**src/rtl/ex_wb_stage.sv**
```systemverilog
// rtl/ex_wb_stage.sv - EX completion stage: data-memory handshake, register writeback, PC redirect.
// Optional macro EX_WB_MEM_TIMEOUT_EN adds a memory-wait abort counter and a mem_timeout pulse.
module ex_wb_stage #(
    parameter int RD_W           = 6,
    parameter int TIMEOUT_CYCLES = 16
) (
    input  logic            clk,
    input  logic            rst_n,
    input  logic            ex_valid,
    input  logic            regWriteEX,
    input  logic            memToRegEX,
    input  logic            MemReadEX,
    input  logic            MemWriteEX,
    input  logic            JumpEX,
    input  logic            JumpMemEX,
    input  logic            BranchZeroEX,
    input  logic            BranchNegEX,
    input  logic            SavePCEX,
    input  logic [31:0]     PCEX,
    input  logic [31:0]     rsEX,
    input  logic [31:0]     rtEX,
    input  logic [31:0]     immediateEX,
    input  logic [RD_W-1:0] rdEX,
    input  logic [31:0]     alu_result,
    input  logic            alu_zero,
    input  logic            alu_neg,
    output logic            mem_req,
    output logic            mem_we,
    output logic [31:0]     mem_addr,
    output logic [31:0]     mem_wdata,
    input  logic            mem_ready,
    input  logic [31:0]     mem_rdata,
    output logic            wb_en,
    output logic [RD_W-1:0] wb_rd,
    output logic [31:0]     wb_data,
    output logic            pc_redirect,
    output logic [31:0]     pc_target,
`ifdef EX_WB_MEM_TIMEOUT_EN
    output logic            mem_timeout,
`endif
    output logic            stall
);

    typedef enum logic [1:0] {S_IDLE, S_MEM, S_WB} state_t;

    state_t            state_q, state_d;
    logic              mem_req_q, mem_req_d, mem_we_q, mem_we_d;
    logic [31:0]       mem_addr_q, mem_addr_d, mem_wdata_q, mem_wdata_d;
    logic              wb_en_q, wb_en_d, pc_redirect_q, pc_redirect_d;
    logic [RD_W-1:0]   wb_rd_q, wb_rd_d;
    logic [31:0]       wb_data_q, wb_data_d, pc_target_q, pc_target_d;
    // Bundle fields still needed once the memory access completes
    logic              reg_write_q, reg_write_d, mem_to_reg_q, mem_to_reg_d;
    logic              jump_mem_q, jump_mem_d;
    logic [31:0]       alu_q, alu_d;

`ifdef EX_WB_MEM_TIMEOUT_EN
    localparam int CNT_W = $clog2(TIMEOUT_CYCLES + 1);
    logic [CNT_W-1:0]  cnt_q, cnt_d;
    logic              timeout_q, timeout_d;
`else
    logic              unused_timeout_param;
    assign unused_timeout_param = (TIMEOUT_CYCLES != 0);
`endif

    always_ff @(posedge clk or negedge rst_n) begin
        if (!rst_n) state_q <= S_IDLE;
        else        state_q <= state_d;
    end

    always_comb begin
        state_d       = state_q;
        mem_req_d     = mem_req_q;
        mem_we_d      = mem_we_q;
        mem_addr_d    = mem_addr_q;
        mem_wdata_d   = mem_wdata_q;
        wb_en_d       = 1'b0;
        wb_rd_d       = wb_rd_q;
        wb_data_d     = wb_data_q;
        pc_redirect_d = 1'b0;
        pc_target_d   = pc_target_q;
        reg_write_d   = reg_write_q;
        mem_to_reg_d  = mem_to_reg_q;
        jump_mem_d    = jump_mem_q;
        alu_d         = alu_q;
`ifdef EX_WB_MEM_TIMEOUT_EN
        cnt_d         = cnt_q;
        timeout_d     = 1'b0;
`endif
        case (state_q)
            S_IDLE: begin
                if (ex_valid) begin
                    wb_rd_d = rdEX;
                    if (MemReadEX || MemWriteEX || JumpMemEX) begin
                        state_d      = S_MEM;
                        mem_req_d    = 1'b1;
                        mem_we_d     = MemWriteEX;
                        mem_addr_d   = JumpMemEX ? rsEX : alu_result;
                        mem_wdata_d  = rtEX;
                        reg_write_d  = regWriteEX;
                        mem_to_reg_d = memToRegEX;
                        jump_mem_d   = JumpMemEX;
                        alu_d        = alu_result;
`ifdef EX_WB_MEM_TIMEOUT_EN
                        cnt_d        = '0;
`endif
                    end else begin
                        wb_en_d       = regWriteEX;
                        wb_data_d     = SavePCEX ? (PCEX + immediateEX) : alu_result;
                        pc_redirect_d = JumpEX | (BranchZeroEX & alu_zero) | (BranchNegEX & alu_neg);
                        pc_target_d   = rsEX;
                    end
                end
            end
            S_MEM: begin
                if (mem_ready) begin
                    state_d   = S_WB;
                    mem_req_d = 1'b0;
                    wb_en_d   = reg_write_q;
                    wb_data_d = mem_to_reg_q ? mem_rdata : alu_q;
                    if (jump_mem_q) begin
                        pc_redirect_d = 1'b1;
                        pc_target_d   = mem_rdata;
                    end
                end
`ifdef EX_WB_MEM_TIMEOUT_EN
                else if (cnt_q == CNT_W'(TIMEOUT_CYCLES - 1)) begin
                    state_d   = S_IDLE;
                    mem_req_d = 1'b0;
                    timeout_d = 1'b1;
                end else begin
                    cnt_d = cnt_q + CNT_W'(1);
                end
`endif
            end
            default: state_d = S_IDLE;
        endcase
    end

    always_ff @(posedge clk or negedge rst_n) begin
        if (!rst_n) begin
            mem_req_q     <= 1'b0;
            mem_we_q      <= 1'b0;
            mem_addr_q    <= '0;
            mem_wdata_q   <= '0;
            wb_en_q       <= 1'b0;
            wb_rd_q       <= '0;
            wb_data_q     <= '0;
            pc_redirect_q <= 1'b0;
            pc_target_q   <= '0;
            reg_write_q   <= 1'b0;
            mem_to_reg_q  <= 1'b0;
            jump_mem_q    <= 1'b0;
            alu_q         <= '0;
`ifdef EX_WB_MEM_TIMEOUT_EN
            cnt_q         <= '0;
            timeout_q     <= 1'b0;
`endif
        end else begin
            mem_req_q     <= mem_req_d;
            mem_we_q      <= mem_we_d;
            mem_addr_q    <= mem_addr_d;
            mem_wdata_q   <= mem_wdata_d;
            wb_en_q       <= wb_en_d;
            wb_rd_q       <= wb_rd_d;
            wb_data_q     <= wb_data_d;
            pc_redirect_q <= pc_redirect_d;
            pc_target_q   <= pc_target_d;
            reg_write_q   <= reg_write_d;
            mem_to_reg_q  <= mem_to_reg_d;
            jump_mem_q    <= jump_mem_d;
            alu_q         <= alu_d;
`ifdef EX_WB_MEM_TIMEOUT_EN
            cnt_q         <= cnt_d;
            timeout_q     <= timeout_d;
`endif
        end
    end

    assign mem_req     = mem_req_q;
    assign mem_we      = mem_we_q;
    assign mem_addr    = mem_addr_q;
    assign mem_wdata   = mem_wdata_q;
    assign wb_en       = wb_en_q;
    assign wb_rd       = wb_rd_q;
    assign wb_data     = wb_data_q;
    assign pc_redirect = pc_redirect_q;
    assign pc_target   = pc_target_q;
    assign stall       = (state_q != S_IDLE);
`ifdef EX_WB_MEM_TIMEOUT_EN
    assign mem_timeout = timeout_q;
`endif

endmodule

```
**config.mk**
```make
export PLATFORM = sky130hd
export DESIGN_NAME = ex_wb_stage
export DESIGN_NICKNAME = d
export VERILOG_FILES = /design/src/rtl/ex_wb_stage.sv
export SDC_FILE = /design/constraint.sdc
export NUM_CORES = 1
export LEC_CHECK = 0
export BUFFER_PORTS_ARGS = -buffer_cell sky130_fd_sc_hd__clkbuf_2
export CAP_MARGIN = 10
export CORE_ASPECT_RATIO = 0.5
export CORE_MARGIN = 8
export CORE_UTILIZATION = 42
export CTS_BUF_LIST = sky130_fd_sc_hd__clkbuf_8 sky130_fd_sc_hd__clkbuf_16
export DETAILED_ROUTE_END_ITERATION = 16
export PLACE_DENSITY = 0.69
export SLEW_MARGIN = 20
export SYNTH_ARGS = -nofsm -noshare
export SYNTH_HDL_FRONTEND = slang
export SYNTH_SLANG_ARGS = --single-unit
```
**constraint.sdc**
```tcl
create_clock -name clk -period 2.5 [get_ports clk]
set_clock_uncertainty 0.05 [all_clocks]
set_input_delay 0.625 -clock clk [delete_from_list [all_inputs] [get_ports clk]]
set_output_delay 0.625 -clock clk [all_outputs]
set_load 0.02 [all_outputs]
```
=== Word level (Yosys, flattened, before mapping) ===
Index checks and enable logic that the tools add are counted.

* Add/sub/neg operators: 1
* Equal/unequal tests: 6
* Muxes and demuxes: 29
* Bitwise gates (word level): 4
* Reduce and logical (&&, ||, !) cells: 11

{| class="wikitable"
|+ Operators with widths
! operator !! number
|-
| $mux W32 || 10
|-
| $pmux W32 S2 || 2
|-
| $add A32 B32 Y32 || 1
|-
| $mux W1 || 10
|-
| $ne A2 B2 Y1 const B || 5
|-
| $reduce_and A4 Y1 || 2
|-
| $mux W2 || 3
|-
| $pmux W1 S2 || 3
|-
| $reduce_and A3 Y1 || 2
|-
| $reduce_and A5 Y1 || 1
|-
| $pmux W2 S2 || 1
|-
| $reduce_bool A2 Y1 || 2
|-
| $and A1 B1 Y1 || 2
|-
| $eq A2 B1 Y1 const B || 1
|-
| $logic_not A2 Y1 || 1
|-
| $logic_or A1 B1 Y1 || 2
|-
| $or A1 B1 Y1 || 2
|-
| $reduce_and A2 Y1 || 1
|}

* Bits in registers: 175
* Input bits: 213
* Output and inout bits: 139
* Word-level logic and storage cells: 65

=== Depth between registers and ports, before layout ===
Gate-level depths: netlist of the first run.

* Word-level depth: 6
* Mapped depth: 10
* Gate-level depth less buffers: 10

=== Least setup slack after synthesis of the first run ===
Ideal clock, no wire load.

* Path kind: input-to-reg
* Start: input port PCEX[0]
* End: register wb_data_q[28] (netlist: wb_data[28])
* Setup time: 0.090 ns
* Arrival: 2.905 ns
* Data required time: 2.360 ns
* Path slack: -0.545 ns
* Stages on the path: 9
* Buffers on the path: 0
* Path through: ha_1 -> fa_1 -> a211oi_1 -> o21ai_1 -> o221ai_1 -> nand3_1 -> and3b_1 -> or4b_2 -> o2111ai_1

* Cells in the longest elaborated chain, start to end: 5

{| class="wikitable"
|+ Ends and longest elaborated chain
! item !! line !! text
|-
| start: declaration || 19 || <nowiki>input logic [31:0] PCEX,</nowiki>
|-
| $add A32 B32 Y32 || 109 || <nowiki>wb_data_d = SavePCEX ? (PCEX + immediateEX) : alu_result;</nowiki>
|-
| $mux W32 || 109 ||
|-
| $mux W32 || 94 || <nowiki>if (MemReadEX || MemWriteEX || JumpMemEX) begin</nowiki>
|-
| $mux W32 || 92 || <nowiki>if (ex_valid) begin</nowiki>
|-
| $pmux W32 S2 || 90 || <nowiki>case (state_q)</nowiki>
|-
| end signal: assignment || 166 || <nowiki>wb_data_q <= wb_data_d;</nowiki>
|-
| end: declaration || 51 || <nowiki>logic [31:0] wb_data_q, wb_data_d, pc_target_q, pc_target_d;</nowiki>
|}

No other way between the ends. The select of a mux whose other input is x is not followed.
A chain may end at the register's enable or synchronous reset.

=== Worst setup path in the final report of the first run ===
* Start: input port immediateEX[0]
* End: register wb_data_q[28] (netlist: wb_data[28])

* Cells in the longest elaborated chain, start to end: 5

{| class="wikitable"
|+ Ends and longest elaborated chain
! item !! line !! text
|-
| start: declaration || 22 || <nowiki>input logic [31:0] immediateEX,</nowiki>
|-
| $add A32 B32 Y32 || 109 ||
|-
| $mux W32 || 109 ||
|-
| $mux W32 || 94 ||
|-
| $mux W32 || 92 ||
|-
| $pmux W32 S2 || 90 ||
|}

No other way between the ends. The select of a mux whose other input is x is not followed.

==> results of run 1 <==
-- synthesized netlist by cell type, types with 6 or more instances --
master,number
xor2_1,6
a21o_1,31
o22a_1,22
xnor2_1,17
a22o_1,11
nor3_1,33
inv_1,33
nor2_1,66
ha_1,31
nand3_1,28
o21ai_0,59
clkbuf_1,65
a31oi_1,46
a21oi_1,79
dfrtp_1,175
mux2_2,7
and3_1,9
mux2i_1,38
nand2_1,355
buf_1,7
-- sequential cells by signal, indices dropped and copies added, names as in the netlist --
name	cells
mem_we	1
jump_mem_q	1
mem_to_reg_q	1
alu_q	32
state_q	2
mem_addr	32
mem_req	1
pc_target	32
mem_wdata	32
wb_rd	6
reg_write_q	1
wb_en	1
wb_data	32
pc_redirect	1
-- path summary, 6_finish.rpt --
| check | startpoint | end | slack [ps] | cells after the start |
|---|---|---|---|---|
| setup / recovery | immediateEX[0] | wb_data[28] | 4 | 10 |
| max in group asynchronous | rst_n | mem_to_reg_q | 1530 | 2 |
| min in group clk | rtEX[6] | mem_wdata[6] | 330 | 3 |
| hold / removal | rst_n | pc_target[6] | 80 | 1 |
| setup reg to reg | state_q[0] | mem_wdata[30] | 320 | 7 |
| hold reg to reg | alu_q[19] | alu_q[19] | 420 | 2 |
-- repair_timing --
item,in CTS,in global routing
setup endpoints to repair,2,10
gates resized for setup,0,20
buffers inserted,0,1
pin swaps,0,6
-- per-stage QoR --
| step | setup WS, ps | setup TNS [ps] |
|---|---|---|
| global placement | -413 | -6030 |
| detailed placement | -472 | -6970 |
| finish | 3.67 | 0 |
| CTS | -25.1 | -26.9 |
| global route | -80.6 | -158 |
| floorplan | -207 | -511 |
-- cells by family (layout without fill, tap and decap cells) --
logic type               after synthesis  count (layout)
multiplexers                          45              45
other                                  0               5
adder cells (fa/ha/maj)               32              32
flip-flops                           175             175
AND/OR/NAND/NOR                      515             515
buffers and inverters                110             541
AO/OA/AOI/OAI                        292             292
XOR/XNOR                              23              23
-- per-layer routing --
layer / vias to the layer above / wire length (um) / global-route usage (%)
met5: - / 0 / 0
met4: 0 / 1180 / 9.19
met3: 59 / 3320 / 5.59
met2: 450 / 17600 / 39.5
met1: 4895 / 16800 / 35.8
li1: 4953 / - / -
-- placed cells by master (no fill, tap or decap), drive strengths merged, types with 4 or more instances in the layout --
cell / instances
diode: 5
inv: 38
a21oi: 80
clkinv: 4
nor2: 67
buf: 128
xor2: 6
nand2: 355
o2111ai: 5
nand4: 4
xnor2: 17
nor3: 33
o22a: 22
a22o: 11
dfrtp: 175
mux2i: 38
clkbuf: 367
mux2: 7
a31oi: 46
ha: 31
a21o: 31
o21ai: 60
and3: 9
o21a: 5
nand3: 28
a211oi: 6
or3: 4
-- power by group through the flow --
stage                     clock (mW)  sequential, mW  combinational, mW
after floorplan                    0            5.82               2.42
after global placement             0            4.73               5.99
after detailed placement           0            4.79               6.07
after CTS                       2.92            4.75               6.09
after global routing            3.02            4.90               6.59
final                           2.87            4.76               6.12
-- cell type report --
cell class                 count  area (um^2)  share of cell area (%)
multi-input combinational    907         5260                    38.6
sequential                   175         4380                    32.1
timing repair buffer         476         2830                    20.8
clock buffer                  19          453                    3.32
tap                          307          384                    2.82
clock inverter                13          178                    1.30
inverter                      33          124                   0.909
antenna                        5         12.5                  0.0918
==> summary.log, run 1 <==
[run_status] outcome finished clean
[logic_synthesis] post-synthesis async set-or-reset flop share 100%
[timing] RSZ-0062 raised after global routing true
[global_route] initial antenna violation count 5
[logic_synthesis] leading post-synthesis cells by cell area dfrtp_1, nand2_1, a21oi_1
[logic_synthesis] share of the synthesized area in compound gates (AO/OA/AOI/OAI) 19.1%
[drt] length of the first detailed-routing pass in iterations 7
[clock_network] number of H-tree branching levels 4
[drt] DRC Markers 0
[drt] starting DRC count in detailed routing 1129
[worst_setup_path] Critical Path Fanout Max 3
[logic_synthesis] mux contribution to synthesized area 4.66%
[run] reported max-cap violation count 0
[logic_synthesis] Synthesized Nets 1437
[pwr] maximum VDD drop 0.600 mV
[final_layout] post-route cell area 13600 um^2
[final_layout] Final Util 59.4%
[worst_setup_path] kind of cell with the highest combined delay on the critical path simple AND/OR/NAND/NOR gates
[clock_network] Max clock buf depth 2
[logic_synthesis] most used flip-flop cell after synthesis dfrtp_1
[pwr] net switching fraction of the power 42.7%
[worst_setup_path] delay of the slowest cell on the worst path 480 ps
[logic_synthesis] XOR/XNOR share of the synthesized area 2.04%
[worst_setup_path] category of the critical setup timing path in2reg
[timing] endpoints failing setup 0
[final_layout] share of cells above drive strength 1 34.0%
[timing] final period utilization 99.9%
[final_layout] Layout Nets 1855
[worst_setup_path] critical path data arrival time 2790 ps
[placement] routability cong. 0.983
[drt] wire length after detailed routing 39.0 mm
[die] die extent in x 233 um
[clock_network] CTS tree built
[clock_network] root buffer cell clkbuf_16
[clock_network] number of buffers inserted by hold repair at cts 0
[logic_synthesis] Yosys top cell area share 44.4%
[worst_setup_path] Critical Path, Cell by Cell buf_6 -> ha_4 -> fa_2 -> a211oi_2 -> o21ai_2 -> o221ai_2 -> nand3_2 -> and3b_2 -> or4b_4 -> o2111ai_2
[worst_setup_path] Slowest-stage cell, CP or4b_4
[pwr] total power per unit cell area 1010 nW/um^2
[logic_synthesis] number of synthesized flops with an enable pin 0
[die] vertical extent of the die 124 um
[final_layout] final cell count without fillers 1935
[worst_setup_path] category of the worst setup path launch point input pin
[pwr] Comb pwr share 44.5%
[timing] fmax 401 MHz
[logic_synthesis] library cells used by synthesis 56
[drt] DRT antenna net count 0
[placement] placed cells 1897
[clock_network] Clk Latency, worst-skew pair 430 ps
[drt] average wire per standard cell 20.1 um
[pwr] internal power 7.88 mW
[logic_synthesis] Adder-Cell Fraction of Synth Area 4.14%
[worst_setup_path] number of buffer and inverter instances along the worst setup path 1
[die] core area 22900 um^2
[logic_synthesis] flop and latch count out of synthesis 175
[timing] transition time at the pin with the least slew margin 625 ps
[placement] Placement Cell Area 12900 um^2
[worst_hold_path] class of the tightest hold or removal check in2async
[timing] Hold WS 75.7 ps
[timing] min Tclk post-route 2500 ps
[die] effective utilization at floorplan 43.0%
[logic_synthesis] Synth Instances 1192
[pwr] share of power burned in the clock network 20.9%
[die] overall die area 28900 um^2
[logic_synthesis] area leader, netlist dfrtp_1
[clock_network] number of buffers created by CTS 17
[logic_synthesis] main combinational cell family by area after synthesis simple AND/OR/NAND/NOR gates
[global_route] total global routing track utilization 25.9%
[clock_network] clock-pin slew on the worst setup and hold paths 70 ps
[pwr] overall power consumption 13.7 mW
[logic_synthesis] sequential element share of the synthesized area 44.4%
[pwr] static leakage power 7.12 nW
[placement] hpwl dp 30.9 mm
[die] IO Pins 352
[global_route] vias in the first global route 10100
[global_route] maximum number of pins on one net before global-route repair 66
[placement] # port buffers 351
[pwr] Switch Pwr 5.86 mW
[logic_synthesis] simple-gate area share of the yosys netlist 21.4%
[logic_synthesis] Synthesis Warnings 0
[drt] vias per std cell 5.35
[logic_synthesis] Cell Area, Synth 9860 um^2
[timing] Slew headroom 58.2%
[die] Site Rows 39
[global_route] wire length of the first global-routing pass 59.1 mm
[worst_setup_path] element type at the critical path end flip-flop
[worst_setup_path] Worst EP required 2790 ps
[drt] total vias in the final route 10400
[clock_network] clock sink count 175
[final_layout] count of fill cells added during filler insertion 2097
[final_layout] area growth from synthesis to layout 38.3%
[timing] total count of hold-check failures in the final report 0
[logic_synthesis] average cell area after synthesis 8.27 um^2
[timing] final-report max-slew violation count 0
[pwr] proportion of power drawn by flip-flops and latches 34.6%
[global_route] total grt overflow 0
(Power assumes the default switching activity.)
==> run 2, diff against run 1 <==
- RECOVER_POWER: default -> 25
==> summary.log, run 2 (synthesis gave the netlist of run 1 again) <==
[final_layout] Layout Nets 1855
[pwr] total power per unit cell area 1010 nW/um^2
[pwr] share of power burned in the clock network 20.9%
[worst_setup_path] element type at the critical path end flip-flop
[timing] final-report max-slew violation count 0
[global_route] total grt overflow 0
[die] die extent in x 233 um
[timing] transition time at the pin with the least slew margin 1250 ps
[final_layout] post-route cell area 13600 um^2
[worst_setup_path] startpoint of the worst register-to-register path state_q[0]
[pwr] net switching fraction of the power 42.7%
[die] vertical extent of the die 124 um
[timing] Slew headroom 17.0%
[pwr] internal power 7.88 mW
[drt] total vias in the final route 10400
[clock_network] clock sink count 175
[clock_network] number of H-tree branching levels 4
[die] core area 22900 um^2
[drt] wire length after detailed routing 39.0 mm
[final_layout] Final Util 59.2%
[global_route] wire length of the first global-routing pass 59.1 mm
[global_route] initial antenna violation count 5
[drt] DRC Markers 0
[clock_network] Clk Latency, worst-skew pair 430 ps
[worst_setup_path] category of the worst setup path launch point input pin
[worst_setup_path] critical path data arrival time 2790 ps
[clock_network] CTS tree built
[timing] Setup TNS Final 0 ps
[timing] RSZ-0062 raised after global routing true
[worst_setup_path] Critical R2R Capture mem_wdata[30]
[pwr] maximum VDD drop 0.600 mV
[worst_hold_path] class of the tightest hold or removal check in2reg
[drt] starting DRC count in detailed routing 1125
[clock_network] number of buffers created by CTS 17
[worst_setup_path] category of the critical setup timing path in2reg
[worst_setup_path] Critical Path Fanout Max 3
[die] effective utilization at floorplan 43.0%
[timing] fmax 401 MHz
[run_status] outcome finished clean
[worst_setup_path] FF-to-FF path depth 7
[timing] endpoints failing setup 0
[die] IO Pins 352
[worst_setup_path] R2R setup slack 320 ps
[timing] total count of hold-check failures in the final report 0
[final_layout] commonest non-fill, non-tap cells in the layout nand2_1, clkbuf_2, dfrtp_1
[timing] final period utilization 99.8%
[worst_hold_path] Hold Path Cell Cnt 3
[timing] Hold WS 328 ps
[final_layout] area growth from synthesis to layout 37.8%
[clock_network] Max clock buf depth 2
[clock_network] number of buffers inserted by hold repair at cts 0
[final_layout] share of cells above drive strength 1 33.9%
[clock_network] clock-pin slew on the worst setup and hold paths 70 ps
[placement] Placement Cell Area 12900 um^2
[placement] # port buffers 351
[drt] length of the first detailed-routing pass in iterations 5
[drt] vias per std cell 5.36
[final_layout] most common cell after layout, fill and taps aside nand2_1
[pwr] Switch Pwr 5.87 mW
[global_route] maximum number of pins on one net before global-route repair 66
[die] Site Rows 39
[pwr] static leakage power 7.11 nW
[worst_hold_path] Worst Hold Launch rtEX[6]
[worst_hold_path] Hold Path End mem_wdata[6]
[drt] average wire per standard cell 20.2 um
[global_route] vias in the first global route 10100
[placement] routability cong. 0.983
[clock_network] root buffer cell clkbuf_16
[pwr] Comb pwr share 44.5%
[drt] DRT antenna net count 0
[worst_setup_path] Worst EP required 2790 ps
[pwr] overall power consumption 13.8 mW
[die] overall die area 28900 um^2
[timing] min Tclk post-route 2490 ps
[global_route] total global routing track utilization 25.9%
[run] reported max-cap violation count 0
[pwr] proportion of power drawn by flip-flops and latches 34.6%
[placement] hpwl dp 30.9 mm
-- run 2: cell count changes in the layout (fill, tap and decap cells not counted) --
cell      change
buf_6         -1
clkbuf_1      +1
buf_4         -1
buf_2         +1
buf_12        -2
clkbuf_2      +2
-- run 2: routing by layer --
metal | global-route usage [%] | up-vias | share of wire, %
met3 | 5.59 | 57 | 7.9
li1 | - | 4954 | -
met1 | 35.8 | 4906 | 44
met4 | 9.19 | 0 | 2.9
met5 | 0 | - | 0
met2 | 39.5 | 451 | 45
-- run 2: metrics by stage --
step	worst slack [ps]	instances
4_1_cts	-25.1	1929
6_report	5.25	1935
3_3_place_gp	-413	1897
3_5_place_dp	-472	1897
5_1_grt	-80.6	1935
2_1_floorplan	-207	1192
-- run 2: power by group through the flow --
stage                     Combinational (mW)  Sequential, mW  Clock (mW)
after floorplan                         2.42            5.82           0
after global placement                  5.99            4.73           0
after detailed placement                6.07            4.79           0
after CTS                               6.09            4.75        2.92
after global routing                    6.58            4.90        3.02
final                                   6.12            4.76        2.88
-- run 2: worst max-delay path by stage --
stage,depth (start not counted),startpoint,slack (ps),endpoint
after floorplan,9,PCEX[0],-210,wb_data[28]
after global placement,10,PCEX[4],-410,wb_data[29]
after detailed placement,10,immediateEX[0],-470,wb_data[28]
after CTS,10,immediateEX[0],-30,wb_data[28]
after global routing,11,immediateEX[0],-80,wb_data[30]
final,10,immediateEX[0],5,wb_data[28]
-- run 2: timing repair --
action / CTS / global route
pin swaps: 0 / 6
setup buffers: 0 / 1
resized for setup: 0 / 20
endpoints found under the setup margin: 2 / 10
-- run 2: final cells by class --
class | instances | area [um^2]
Sequential cell | 175 | 4380
Clock buffer | 19 | 453
Inverter | 33 | 124
Antenna cell | 5 | 12.5
Timing Repair Buffer | 476 | 2790
Tap cell | 307 | 384
Multi-Input combinational cell | 907 | 5260
Fill cell | 2105 | 9350
Clock inverter | 13 | 178
-- run 2: worst max-delay path, cell delays in order --
cell and delay [ps]:
buf_6 100, ha_4 150, fa_2 370, a211oi_2 230
o21ai_2 100, o221ai_2 250, nand3_2 140, and3b_2 240
or4b_4 480, o2111ai_2 100
